===== config.mk =====
export PLATFORM = sky130hd
export DESIGN_NAME = dmg_timer
export DESIGN_NICKNAME = d
export VERILOG_FILES = /design/src/rtl/dmg_timer.sv
export SDC_FILE = /design/constraint.sdc
export NUM_CORES = 1
export LEC_CHECK = 0
export ABC_AREA = 0
export CORE_MARGIN = 2
export CORE_UTILIZATION = 65
export CTS_BUF_LIST = sky130_fd_sc_hd__clkbuf_8
export DETAILED_ROUTE_END_ITERATION = 8
export HOLD_SLACK_MARGIN = 0.08
export PLACE_DENSITY = 0.88
export SLEW_MARGIN = 0
export SYNTH_ARGS = -nofsm -noshare
export SYNTH_HDL_FRONTEND = slang
export SYNTH_SLANG_ARGS = --single-unit

===== constraint.sdc =====
create_clock -name clk -period 10.7 [get_ports clk]
set_clock_uncertainty 0.2 [all_clocks]
set_input_delay 3.21 -clock clk [delete_from_list [all_inputs] [get_ports clk]]
set_output_delay 3.21 -clock clk [all_outputs]
set_load 0.02 [all_outputs]

===== src/rtl/dmg_timer.sv =====
// DMG DIV/TIMA/TMA/TAC timer: free-running 16-bit divider, falling-edge TIMA tick,
// delayed TMA reload on overflow with a one-clock interrupt pulse.
module dmg_timer #(
    parameter int unsigned OVF_DELAY = 4
) (
    input  logic       clk,
    input  logic       res,
    input  logic [1:0] addr,
    input  logic [7:0] din,
    input  logic       wr,
    output logic [7:0] dout,
    output logic       int_timer
);

    typedef enum logic [1:0] {
        StRun,
        StOvf,
        StReload
    } state_e;

    localparam logic [2:0] OvfLoad = 3'(OVF_DELAY - 1);

    logic [15:0] div_q;
    logic [7:0]  tima_q;
    logic [7:0]  tma_q;
    logic [2:0]  tac_q;
    logic        t_prev_q;
    logic [2:0]  ovf_cnt_q;
    logic        int_q;
    state_e      state_q;

    logic       wr_div, wr_tima, wr_tma, wr_tac;
    logic       tap_bit, t, fall;
    logic [7:0] tma_next;
    logic [7:0] inc_base;

    assign wr_div  = wr && (addr == 2'd0);
    assign wr_tima = wr && (addr == 2'd1);
    assign wr_tma  = wr && (addr == 2'd2);
    assign wr_tac  = wr && (addr == 2'd3);

    always_comb begin
        tap_bit = 1'b0;
        unique case (tac_q[1:0])
            2'd0: tap_bit = div_q[9];
            2'd1: tap_bit = div_q[3];
            2'd2: tap_bit = div_q[5];
            2'd3: tap_bit = div_q[7];
            default: tap_bit = 1'b0;
        endcase
    end

    assign t    = tac_q[2] & tap_bit;
    assign fall = t_prev_q & ~t;

    // A TMA write lands in TIMA both on the reload edge and during the reload clock.
    assign tma_next = wr_tma ? din : tma_q;
    assign inc_base = (state_q == StReload) ? tma_next : tima_q;

    always_ff @(posedge clk) begin
        if (res) begin
            div_q     <= 16'h0000;
            tima_q    <= 8'h00;
            tma_q     <= 8'h00;
            tac_q     <= 3'b000;
            t_prev_q  <= 1'b0;
            ovf_cnt_q <= 3'd0;
            int_q     <= 1'b0;
            state_q   <= StRun;
        end else begin
            div_q    <= wr_div ? 16'h0000 : div_q + 16'd1;
            tma_q    <= tma_next;
            t_prev_q <= t;
            int_q    <= 1'b0;
            if (wr_tac) begin
                tac_q <= din[2:0];
            end

            case (state_q)
                StRun: begin
                    if (wr_tima) begin
                        tima_q <= din;
                    end else if (fall) begin
                        if (inc_base == 8'hFF) begin
                            tima_q    <= 8'h00;
                            ovf_cnt_q <= OvfLoad;
                            state_q   <= StOvf;
                        end else begin
                            tima_q <= inc_base + 8'd1;
                        end
                    end
                end
                StOvf: begin
                    if (wr_tima) begin
                        tima_q    <= din;
                        ovf_cnt_q <= 3'd0;
                        state_q   <= StRun;
                    end else if (ovf_cnt_q == 3'd0) begin
                        tima_q  <= tma_next;
                        int_q   <= 1'b1;
                        state_q <= StReload;
                    end else begin
                        ovf_cnt_q <= ovf_cnt_q - 3'd1;
                    end
                end
                StReload: begin
                    // TIMA writes are dropped here; a tick bumps the reloaded value.
                    state_q <= StRun;
                    tima_q  <= inc_base;
                    if (fall) begin
                        if (inc_base == 8'hFF) begin
                            tima_q    <= 8'h00;
                            ovf_cnt_q <= OvfLoad;
                            state_q   <= StOvf;
                        end else begin
                            tima_q <= inc_base + 8'd1;
                        end
                    end
                end
                default: state_q <= StRun;
            endcase
        end
    end

    always_comb begin
        dout = 8'h00;
        unique case (addr)
            2'd0: dout = div_q[15:8];
            2'd1: dout = tima_q;
            2'd2: dout = tma_q;
            2'd3: dout = {5'b11111, tac_q};
            default: dout = 8'h00;
        endcase
    end

    assign int_timer = int_q;

endmodule

==> reports/summary.txt <==
Status = finished, final reports clean
Number of enable flip-flop cells after synthesis = 0
Power Density = 98.7 nW/um2
GRT Util Overall = 31.3%
Vias per Instance = 6.54
Xor and xnor fraction of the mapped netlist area = 6.25%
I/O pins = 22
Rel. slew slack = 25.9%
Initial antenna violation count = 0
Post-synthesis mux area share = 11.0%
Max Slew Vio Count = 0
Crit path cell chain = clkdlybuf4s50_1, mux4_2, clkdlybuf4s50_1
Global route total overflow = 0
Commonest cells after routing, fill and taps aside = nor2_1, dfxtp_1, nand2_1, a21oi_1, clkdlybuf4s50_1
Commonest non-fill, non-tap cell in the layout = nor2_1
Synth Area in Adders = 4.02%
Die Y = 69.7 um
Setup tns final = 0 ns
CTS clock-pin slew for the worst setup and hold paths = 0.08 ns
First-pass GRT wire length = 12200 um
Core area = 4090 um2
Largest area contributor in the netlist = dfxtp_1
Post-Syn Area per Cell = 8.05 um2
Site Rows = 23
Worst-Skew Late Latency = 0.30 ns
Peak supply drop = 0.0563 mV
Share of post-route cells with drive strength above 1 = 7.52%
Antenna cells = 0
Cell Count, Final, Fillers Out = 409
Syn_nets = 370
Min-Delay Path Class = reg2reg
Final net count = 380
Dpl hpwl = 5150 um
Remaining DRCs = 0
First-pass DRT Iterations = 4
DIE AREA = 4850 um2
# Max-Cap Violations = 0
Nature of the critical path endpoint = output port
YS warnings = 0
Critical Path RT = 7.29 ns
Synth top area share = 30.0%
Die W = 69.7 um
CTS Buffer Depth = 2
Post_cts resized = 0
Kind of critical path = in2out
Post-Synth Simple-Gate Area = 25.2%
Fin. Hold Viols = 0
Synth Area in Compound Gates = 19.3%
Worst path most repeated cell = clkdlybuf4s50_1
RSZ-0062 raised after global routing = false
Initial Utilization = 68.6%
Layout area overhead = 10.4%
DP Cell Count = 401
1st-iter DRT viols = 235
Vias in the first global route = 2578
Port Buffer Count = 21
WP data arrival = 5.23 ns
Largest net degree at the start of global routing = 36
Seq/Total Area, Yosys = 30.0%
Gpl congestion = 0.979
Final worst path period share = 80.8%
Kind of start point of the critical path = primary input
Vias = 2674
H-tree Lvls = 2
Ranking of synthesized cells by area = dfxtp_1, nor2_1, mux2i_1
Leakage = 1.14 nW
Commonest register cell after synthesis = dfxtp_1
Worst Max-Slew Pin Slew = 1.11 ns
Synthesized instance count = 348
Minimum clock period = 8.64 ns
Worst Path Max Fanout = 16
CTS tree = built
Final WL = 7300 um
Largest stage delay, worst path = 0.86 ns
# hold bufs at CTS = 0
CP max stage cell = clkdlybuf4s50_1
FFs w/ async S/R, synth = 0%
Root Buffer = clkbuf_8
Sink Count = 42
Synthesized cell area = 2800 um2
Final Setup Violations = 0
FILL cells = 304
Largest family of logic cells by synthesized area = simple AND/OR/NAND/NOR gates
Postcts setup bufs = 0
DR WL/cell = 17.9 um
Synth unique cells = 56
Num CTS Buffers = 5
Seq cells post-synth = 42
Final ANT Viol Nets = 0
Max frequency = 116 MHz
[cell families after synthesis]
logic type	Yosys count
XOR/XNOR	20
flip-flops	42
adder cells (fa/ha/maj)	9
AND/OR/NAND/NOR	143
multiplexers	26
AO/OA/AOI/OAI	79
buffers and inverters	29
[cells in the mapped netlist, types with 3 or more instances]
| library cell | number |
|---|---|
| clkbuf_1 | 15 |
| a21oi_1 | 26 |
| mux2_2 | 9 |
| inv_1 | 9 |
| a31oi_1 | 3 |
| xnor2_1 | 8 |
| or3_1 | 4 |
| o21ai_0 | 6 |
| o2111ai_1 | 3 |
| o22ai_1 | 4 |
| nor2_1 | 50 |
| mux4_2 | 3 |
| nand3b_1 | 3 |
| nand3_1 | 16 |
| a311oi_1 | 3 |
| o21a_1 | 3 |
| a21o_1 | 4 |
| nand4_1 | 6 |
| and3_1 | 4 |
| a21boi_0 | 3 |
| ha_1 | 9 |
| xor2_1 | 12 |
| mux2i_1 | 14 |
| nor3b_1 | 4 |
| o22a_1 | 6 |
| nand2b_1 | 10 |
| o32ai_1 | 3 |
| nand2_1 | 30 |
| dfxtp_1 | 42 |
[path summary, 6_finish.rpt]
path,start,depth (start not counted),slack [ns],to
min reg2reg,ovf_cnt_q[2]$_SDFFE_PP0P_,2,0.29,ovf_cnt_q[2]$_SDFFE_PP0P_
min,ovf_cnt_q[2]$_SDFFE_PP0P_,2,0.29,ovf_cnt_q[2]$_SDFFE_PP0P_
max,addr[1],3,2.06,dout[0]
max reg2reg,state_q[0]$_SDFFE_PP0P_,11,6.81,state_q[0]$_SDFFE_PP0P_
[critical path, delay by kind of cell]
family	cells	cell delay (ns)
muxes	1	0.60
buffers and inverters	2	1.41
[metrics by stage]
stage          worst slack, ns  instance area, um2  utilization [%]  power [mW]  hold WS, ns
3_3_place_gp              2.08                3010             73.5       0.206        0.250
5_1_grt                   1.89                3090             75.7       0.316        0.296
2_1_floorplan             3.13                2800                -       0.192        0.241
4_1_cts                   2.05                3090             75.7       0.306        0.286
6_report                  2.06                3090             75.7       0.305        0.288
3_5_place_dp              2.07                3010             73.5       0.207        0.275
[power breakdown]
part / switching (mW) / total (mW) / leakage (nW) / internal [mW]
clock: 0.0553 / 0.100 / 0.0493 / 0.0451
sequential: 0.00390 / 0.163 / 0.340 / 0.159
combinational: 0.0227 / 0.0413 / 0.749 / 0.0186
[layer usage]
metal,part of all wire [%],vias up,wire [um],GRT usage [%]
met5,0,-,0,0
met4,4.3,0,316,15.2
met2,48,130,3500,51.1
met3,8.3,38,607,7.56
met1,39,1229,2880,38.8
li1,-,1277,-,-
[flip-flops by register name, summed over array words and instances (netlist names)]
name,cells
div_q,16
int_timer,1
ovf_cnt_q,3
state_q,2
t_prev_q,1
tac_q,3
tima_q,8
tma_q,8
[final cells by class]
cell class	count	area, um2	share of cell area [%]
clock buffers	5	68.8	2.23
clock inverters	3	17.5	0.567
inverters	9	33.8	1.09
multi-input cells	277	1840	59.6
flip-flops and latches	42	841	27.2
well taps	50	62.6	2.02
repair buffers	23	225	7.28
No activity file was read; power rests on OpenSTA's default activity.
